===== config.mk =====
export PLATFORM = sky130hd
export DESIGN_NAME = sdram_write_fifo
export DESIGN_NICKNAME = d
export VERILOG_FILES = /design/src/rtl/sdram_write_fifo_pkg.sv /design/src/rtl/sdram_fifo_ram.sv /design/src/rtl/sdram_write_fifo.sv
export SDC_FILE = /design/constraint.sdc
export NUM_CORES = 1
export LEC_CHECK = 0
export CORE_MARGIN = 2
export CORE_UTILIZATION = 50
export DETAILED_ROUTE_END_ITERATION = 10
export GPL_TIMING_DRIVEN = 0
export HOLD_SLACK_MARGIN = 0.08
export PLACE_DENSITY = 0.67
export SLEW_MARGIN = 20
export SYNTH_ARGS = -nofsm -noshare
export SYNTH_HDL_FRONTEND = slang
export SYNTH_SLANG_ARGS = --single-unit
export TNS_END_PERCENT = 100

===== constraint.sdc =====
create_clock -name clk -period 4.15 [get_ports clk]
set_input_delay 0.6225 -clock clk [delete_from_list [all_inputs] [get_ports clk]]
set_output_delay 0.6225 -clock clk [all_outputs]
set_load 0.02 [all_outputs]

===== src/rtl/sdram_write_fifo_pkg.sv =====
// rtl/sdram_write_fifo_pkg.sv - entry layout and DQM packing for the SDRAM write FIFO
package sdram_write_fifo_pkg;

   localparam int SDRAM_DQM_WIDTH = 4;
   localparam int DATA_WIDTH      = 32;
   localparam int ENTRY_WIDTH     = SDRAM_DQM_WIDTH + DATA_WIDTH;
   localparam int DATA_LSB        = 0;
   localparam int DQM_LSB         = DATA_WIDTH;

   // DQM is active-high "do not write", the inverse of the host byte enables.
   function automatic logic [ENTRY_WIDTH-1:0] make_entry(
      input logic [DATA_WIDTH-1:0]      data,
      input logic [SDRAM_DQM_WIDTH-1:0] byte_en
   );
      return {~byte_en, data};
   endfunction

endpackage


===== src/rtl/sdram_fifo_ram.sv =====
// rtl/sdram_fifo_ram.sv - simple dual-port entry RAM, synchronous write, registered read
import sdram_write_fifo_pkg::*;

module sdram_fifo_ram #(
   parameter int ADDR_WIDTH = 4
) (
   input  logic                   clk,
   input  logic                   rst,
   input  logic                   wr_en,
   input  logic [ADDR_WIDTH-1:0]  wr_addr,
   input  logic [ENTRY_WIDTH-1:0] wr_data,
   input  logic                   rd_en,
   input  logic [ADDR_WIDTH-1:0]  rd_addr,
   output logic [ENTRY_WIDTH-1:0] rd_data
);

   logic [ENTRY_WIDTH-1:0] mem [0:(1<<ADDR_WIDTH)-1];

   // Array is left uninitialised on reset so it maps onto block RAM.
   always_ff @(posedge clk) begin
      if (wr_en) begin
         mem[wr_addr] <= wr_data;
      end
   end

   always_ff @(posedge clk) begin
      if (rst) begin
         rd_data <= '0;
      end else if (rd_en) begin
         rd_data <= mem[rd_addr];
      end
   end

endmodule


===== src/rtl/sdram_write_fifo.sv =====
// rtl/sdram_write_fifo.sv - host-word FIFO feeding the SDRAM write sequencer
import sdram_write_fifo_pkg::*;

module sdram_write_fifo #(
   parameter int ADDR_WIDTH = 4,
   parameter int AF_MARGIN  = 2
) (
   input  logic                       clk,
   input  logic                       rst,
   input  logic                       wr_en,
   input  logic [DATA_WIDTH-1:0]      wr_data,
   input  logic [SDRAM_DQM_WIDTH-1:0] wr_byte_en,
   output logic                       full,
   output logic                       almost_full,
   output logic [ADDR_WIDTH:0]        count,
   output logic                       overflow,
   output logic                       underflow,
   input  logic                       fifo_read,
   output logic [ENTRY_WIDTH-1:0]     fifo_data,
   output logic                       fifo_empty
);

   localparam logic [ADDR_WIDTH:0]   DEPTH_C = {1'b1, {ADDR_WIDTH{1'b0}}};
   localparam logic [ADDR_WIDTH:0]   AF_C    = (ADDR_WIDTH+1)'(AF_MARGIN);
   localparam logic [ADDR_WIDTH:0]   CNT_ONE = 1;
   localparam logic [ADDR_WIDTH-1:0] PTR_ONE = 1;

   logic [ADDR_WIDTH-1:0] wr_ptr;
   logic [ADDR_WIDTH-1:0] rd_ptr;
   logic [ADDR_WIDTH:0]   free_cnt;
   logic                  push_ok;
   logic                  pop_ok;

   assign fifo_empty  = (count == '0);
   assign full        = (count == DEPTH_C);
   assign free_cnt    = DEPTH_C - count;
   assign almost_full = (free_cnt <= AF_C);

   // Acceptance uses pre-edge flags only; no write-to-read bypass.
   assign push_ok = wr_en & ~full;
   assign pop_ok  = fifo_read & ~fifo_empty;

   sdram_fifo_ram #(
      .ADDR_WIDTH (ADDR_WIDTH)
   ) u_ram (
      .clk     (clk),
      .rst     (rst),
      .wr_en   (push_ok & ~rst),
      .wr_addr (wr_ptr),
      .wr_data (make_entry(wr_data, wr_byte_en)),
      .rd_en   (pop_ok),
      .rd_addr (rd_ptr),
      .rd_data (fifo_data)
   );

   always_ff @(posedge clk) begin
      if (rst) begin
         wr_ptr    <= '0;
         rd_ptr    <= '0;
         count     <= '0;
         overflow  <= 1'b0;
         underflow <= 1'b0;
      end else begin
         if (push_ok) begin
            wr_ptr <= wr_ptr + PTR_ONE;
         end
         if (pop_ok) begin
            rd_ptr <= rd_ptr + PTR_ONE;
         end
         case ({push_ok, pop_ok})
            2'b10:   count <= count + CNT_ONE;
            2'b01:   count <= count - CNT_ONE;
            default: count <= count;
         endcase
         if (wr_en & full) begin
            overflow <= 1'b1;
         end
         if (fifo_read & fifo_empty) begin
            underflow <= 1'b1;
         end
      end
   end

endmodule


---- Word level (Yosys, flattened, before mapping) ----
Memories as Yosys holds them, arrays and structs flattened. A register that Yosys moved wholly into a read port is not among the register bits.
Cells that the tools add are included.
word-level totals
  register bits after elaboration ......... 15
  bits in latches ......................... 0
  bits in writable memories ............... 576
  memory bits (read-only) ................. 0
  input port bits ......................... 40
  output and inout bits ................... 46
  memories kept ........................... 1
cells by class
  $add $sub $neg .......................... 5
  multiply operators ...................... 0
  div/mod/pow operators ................... 0
  $lt $le $gt $ge ......................... 1
  equality and inequality tests ........... 3
  shifts and indexed selects .............. 0
  mux-type cells .......................... 3
  bitwise logic cells ..................... 9
  reduce and logical (&&, ||, !) cells .... 2
memory list
  name       words  bits a word  read ports  clocked after memory_dff  wr ports  line                  RTL
  u_ram.mem  16     36           1           1                         1         sdram_fifo_ram.sv:17  logic [ENTRY_WIDTH-1:0] mem [0:(1<<ADDR_WIDTH)-1];
operators with widths
  kind                 number
  $pmux 5 s2           1
  $add 4x1->4 const B  2
  $add 5x1->5 const B  1
  $and 1x1->1          5
  $eq 5x5->1 const B   1
  $le 5x2->1 const B   1
  $logic_not 5->1      1
  $sub 5x1->5 const B  1
  $sub 5x5->5 const A  1
  $not 4->4            1
  $not 1->1            3
  $eq 2x1->1 const B   1
  $eq 2x2->1 const B   1
  $mux 1               2
  $reduce_bool 2->1    1

---- Logic depth before layout (Yosys ltp) ----
  depth in word-level cells ............... 6
  gate-level depth with buffers ........... 17
  gate-level depth less buffers ........... 14

---- By module ----
A second synthesis with hierarchy kept.
second synthesis, totals
  cell total of the unflattened synthesis .. 1,468
  area total of the unflattened synthesis .. 24,259.5 um^2
modules (own cells, without submodules)
  module            instances  cells an instance  area each (um^2)
  sdram_fifo_ram    1          1,363              23,364.9
  sdram_write_fifo  1          105                894.6

---- Least setup slack after synthesis ----
OpenSTA, ideal clock, no wires.
  path type ............................... reg-to-reg
  start ................................... register count[1]
  end ..................................... memory u_ram.mem[15][0] (netlist name), enable pin
  data arrival time ....................... 3.538 ns
  path slack .............................. 0.183 ns
  stages on the path, launching flop included .. 11
  path buffers ............................ 2
  cell sequence ........................... dfxtp_1 clkbuf_1 inv_1 ha_1 nand2b_1 nor2_1 ha_1 nor2b_1 clkbuf_1 nand2_1 nor2_1
between the ends
  longest elaborated chain between the ends .. 6
RTL lines
  what                          line                    RTL
  start, declared               sdram_write_fifo.sv:15  output logic [ADDR_WIDTH:0] count,
  start signal, assigned        sdram_write_fifo.sv:71  2'b10: count <= count + CNT_ONE;
  start signal, assigned        sdram_write_fifo.sv:72  2'b01: count <= count - CNT_ONE;
  start signal, assigned        sdram_write_fifo.sv:73  default: count <= count;
  $eq 5x5->1                    sdram_write_fifo.sv:35  assign full = (count == DEPTH_C);
  net full                      sdram_write_fifo.sv:13  output logic full,
  $not 1->1                     sdram_write_fifo.sv:40  assign push_ok = wr_en & ~full;
  $and 1x1->1                   sdram_write_fifo.sv:40
  $and 1x1->1                   sdram_write_fifo.sv:48  .wr_en (push_ok & ~rst),
  $mux 1                        sdram_fifo_ram.sv:21    if (wr_en) begin
  $mux 1 (not written as such)  sdram_fifo_ram.sv:22    mem[wr_addr] <= wr_data;
  end, declared                 sdram_fifo_ram.sv:17
The timed path passes the listed nets, and every way through them passes these cells.

---- Worst setup path in the final report ----
  start ................................... register count[1]
  end ..................................... register count[4]
between the ends
  longest elaborated chain between the ends .. 5
RTL lines
  what                                                    line                                            RTL
  $eq 5x5->1 / $logic_not 5->1 (equally long branches)    sdram_write_fifo.sv:35, sdram_write_fifo.sv:34
  $not 1->1, on equally long branches                     sdram_write_fifo.sv:40, sdram_write_fifo.sv:41
  $and 1x1->1, on equally long branches                   sdram_write_fifo.sv:40, sdram_write_fifo.sv:41
  $eq 2x1->1 / $eq 2x2->1 (equally long branches)         sdram_write_fifo.sv:70                          case ({push_ok, pop_ok})
  $pmux 5 s2 / $reduce_bool 2->1 (equally long branches)  -
Parallel ways exist; a longest one is shown, timed or not.
A chain may end at the register's enable or synchronous reset.

==> flow_metrics.env <==
export IMPL_fmaxAchievable_ghz=0.270
export IMPL_cts_repair_resize_count=0
export IMPL_synth_edf_count=576
export IMPL_netlist_top_cells_count="576 x sky130_fd_sc_hd__edfxtp_1, 142 x sky130_fd_sc_hd__mux4_2, 76 x sky130_fd_sc_hd__mux2i_1, 51 x sky130_fd_sc_hd__dfxtp_1, 40 x sky130_fd_sc_hd__nor2_1"
export IMPL_global_route_overflow=0
export IMPL_detailed_place_hpwl_mm=32.6
export IMPL_synth_avg_cell_area_um2=21.7
export IMPL_power_leakage_uw=0.00882
export IMPL_grt_first_pass_wirelength_mm=76.5
export IMPL_skew_ns=0.0193
export IMPL_synth_fp_nets=1148
export IMPL_totalWireLength_mm=51.3
export IMPL_gr_usage_all_layers=0.213
export IMPL_maxSlewViolCount=0
export IMPL_drc_errors=0
export IMPL_finish_utilization=0.607
export IMPL_count_of_unique_library_cells_instantiated_by_yosys=38
export IMPL_layout_nets=1325
export IMPL_area_growth_synth_to_final_pct=19.1
export IMPL_drv_max_cap_violation_count=0
export IMPL_design_core_area_mm2=0.0468
export IMPL_fp_dieW_um=222
export IMPL_regArea_mm2=0.0183
export IMPL_num_fill_cells=3210
export IMPL_timing_final_hold_violations=0
export IMPL_ir_drop_worst_case_vdd_v=0.000337
export IMPL_route_antenna_remaining_nets=0
export IMPL_vias_per_cell=5.91
export IMPL_cts_inserted_buffers=60
export IMPL_floorplan_initialDensity=0.510
export IMPL_synth_area_leaders="sky130_fd_sc_hd__edfxtp_1 73%, sky130_fd_sc_hd__mux4_2 13%, sky130_fd_sc_hd__dfxtp_1 4.3%"
export IMPL_via_count_of_the_first_global_routing_pass=11900
export IMPL_cts_setup_buffers=0
export IMPL_multi_input_area_mm2=0.00526
export IMPL_worst_slew_pin_slew_ns=1.02
export IMPL_clock_tree_root_cell="sky130_fd_sc_hd__clkbuf_16"
export IMPL_synthesis_area_mm2=0.0238
export IMPL_detail_route_iter0_violations=1238
export IMPL_top_reg_cell_synth="sky130_fd_sc_hd__edfxtp_1"
export IMPL_critPathMaxFanout=9
export IMPL_buffer_ports_inserted=85
export IMPL_fp_dieArea_mm2=0.0494
export IMPL_synth_top_area_frac=0.726
export IMPL_rsz0062_at_grt="no"
export IMPL_synthArstFlopShare=0
export IMPL_synth_seq_area_share=0.769
export IMPL_worst_setup_path_end_kind="flip-flop"
export IMPL_route_detailed_wl_per_inst_um=26.6
export IMPL_gp_congestion=0.729
export IMPL_critical_path_startpoint_type="flip-flop"
export IMPL_count_of_standard_cell_rows=79
export IMPL_min_delay_path_class="flip-flop to flip-flop"
export IMPL_ys_warn_count=0
export IMPL_critPathKind="flip-flop to flip-flop"
export IMPL_fraction_of_final_layout_cells_with_drive_strength_greater_than_1=0.236
export IMPL_vertical_die_dimension_um=222
export IMPL_power_per_cell_area_mw_per_mm2=557
export IMPL_post_route_period_util=0.893
export IMPL_setup_tns_final_ns=0
export IMPL_timing_slew_headroom=0.317
export IMPL_cts_htree_levels=2
export IMPL_total_power_uw=15800
export IMPL_cts_hold_buffers=0
export IMPL_cts_root_to_sink_buffers=3
export IMPL_netlist_instances=1096
export IMPL_cts_tree="built"
export IMPL_clk_pin_slew_ns=0.06
export IMPL_top_level_ports=86
export IMPL_run_status="completed"
export IMPL_yosysMostFrequentCell="sky130_fd_sc_hd__edfxtp_1"
export IMPL_synth_seq_cells=627
export IMPL_numClockSinks=627
export IMPL_grt_start_max_net_pins=20
export IMPL_first_pass_iters=5
export IMPL_route_vias_total=11400
export IMPL_netlist_top_cell_by_area="sky130_fd_sc_hd__edfxtp_1"
export IMPL_setup_violations_final=0
export IMPL_clock_latency_ns=0.62
export IMPL_timing_critical_path_required_ns=4.65
export IMPL_min_period_ns=3.71
export IMPL_cp_arrival_ns=4.21
export IMPL_grt_antenna_before_repair=0
-- cell families after synthesis --
| logic type | after synthesis | share of synthesized area |
|---|---|---|
| multiplexers | 220 | 0.167 |
| adder cells (fa/ha/maj) | 12 | 0.00630 |
| buffers and inverters | 69 | 0.0154 |
| XOR/XNOR | 9 | 0.00331 |
| AND/OR/NAND/NOR | 68 | 0.0133 |
| flip-flops | 627 | 0.769 |
| AO/OA/AOI/OAI | 91 | 0.0256 |
-- through the flow --
stage / setup WS [ns] / hold WS (ns) / std cells / cell area, µm²
final: 0.445 / 0.476 / 1933 / 28400
after floorplan: 0.183 / 0.506 / 1096 / 23800
after detailed placement: 0.483 / 0.456 / 1818 / 26300
after global routing: 0.131 / 0.506 / 1932 / 28400
after CTS: 0.484 / 0.470 / 1932 / 28400
after global placement: -1.80 / 0.455 / 1788 / 25400
-- path summary, 6_finish.rpt --
path / startpoint / endpoint / slack (ns) / cells after the start
max: count[1] / count[4] / 0.44 / 17
min: overflow / overflow / 0.48 / 2
max reg2reg: count[1] / count[4] / 0.44 / 17
min reg2reg: overflow / overflow / 0.48 / 2
-- cell type report --
type / instances / share of cell area
antenna: 1 / 0.0000882
buffer: 58 / 0.0115
clock buffer: 92 / 0.0632
clock inverter: 22 / 0.00847
inverter: 11 / 0.00146
multi-input combinational: 400 / 0.185
sequential: 627 / 0.646
tap: 607 / 0.0268
timing repair buffer: 115 / 0.0576
-- where the power goes --
part / switching (µW) / internal (µW)
Sequential: 143 / 7120
Clock: 2260 / 3280
Combinational: 1520 / 1490
-- cell usage in the layout (no fill, tap or decap), drive strengths merged, types with 5 or more instances in the layout --
cell	count
a21oi	7
a2bb2oi	35
buf	64
bufinv	5
clkbuf	116
clkdlybuf4s50	85
clkinv	16
dfxtp	51
edfxtp	576
ha	12
inv	11
mux2i	76
mux4	142
nand2	7
nor2	40
nor2b	7
o21ai	41
xor2	6
-- flip-flops by register name, summed over array words and instances (netlist names) --
register	count
wr_ptr	4
overflow	1
u_ram.mem	576
count	5
u_ram.rd_data	36
rd_ptr	4
underflow	1
-- layer usage --
| layer | vias up | wire length (µm) | track usage |
|---|---|---|---|
| li1 | 4915 | - | - |
| met1 | 6060 | 21500 | 0.292 |
| met2 | 372 | 25700 | 0.356 |
| met3 | 75 | 3070 | 0.0332 |
| met4 | 0 | 1060 | 0.0650 |
| met5 | - | 0 | 0 |
-- critical path: stages (launching register included) --
cell	delay [ns]
sky130_fd_sc_hd__dfxtp_1	0.35
sky130_fd_sc_hd__clkbuf_1	0.33
sky130_fd_sc_hd__inv_1	0.08
sky130_fd_sc_hd__ha_1	0.20
sky130_fd_sc_hd__nand2b_1	0.09
sky130_fd_sc_hd__nor2_1	0.09
sky130_fd_sc_hd__ha_1	0.24
sky130_fd_sc_hd__nor2b_1	0.11
sky130_fd_sc_hd__clkbuf_1	0.34
sky130_fd_sc_hd__inv_1	0.15
sky130_fd_sc_hd__ha_1	0.25
sky130_fd_sc_hd__clkbuf_1	0.20
sky130_fd_sc_hd__xor2_1	0.18
sky130_fd_sc_hd__ha_1	0.19
sky130_fd_sc_hd__and3b_1	0.16
sky130_fd_sc_hd__o21ai_1	0.06
sky130_fd_sc_hd__a31oi_1	0.23
sky130_fd_sc_hd__mux2_1	0.34
Note: power is estimated with default switching activity, not from simulation.
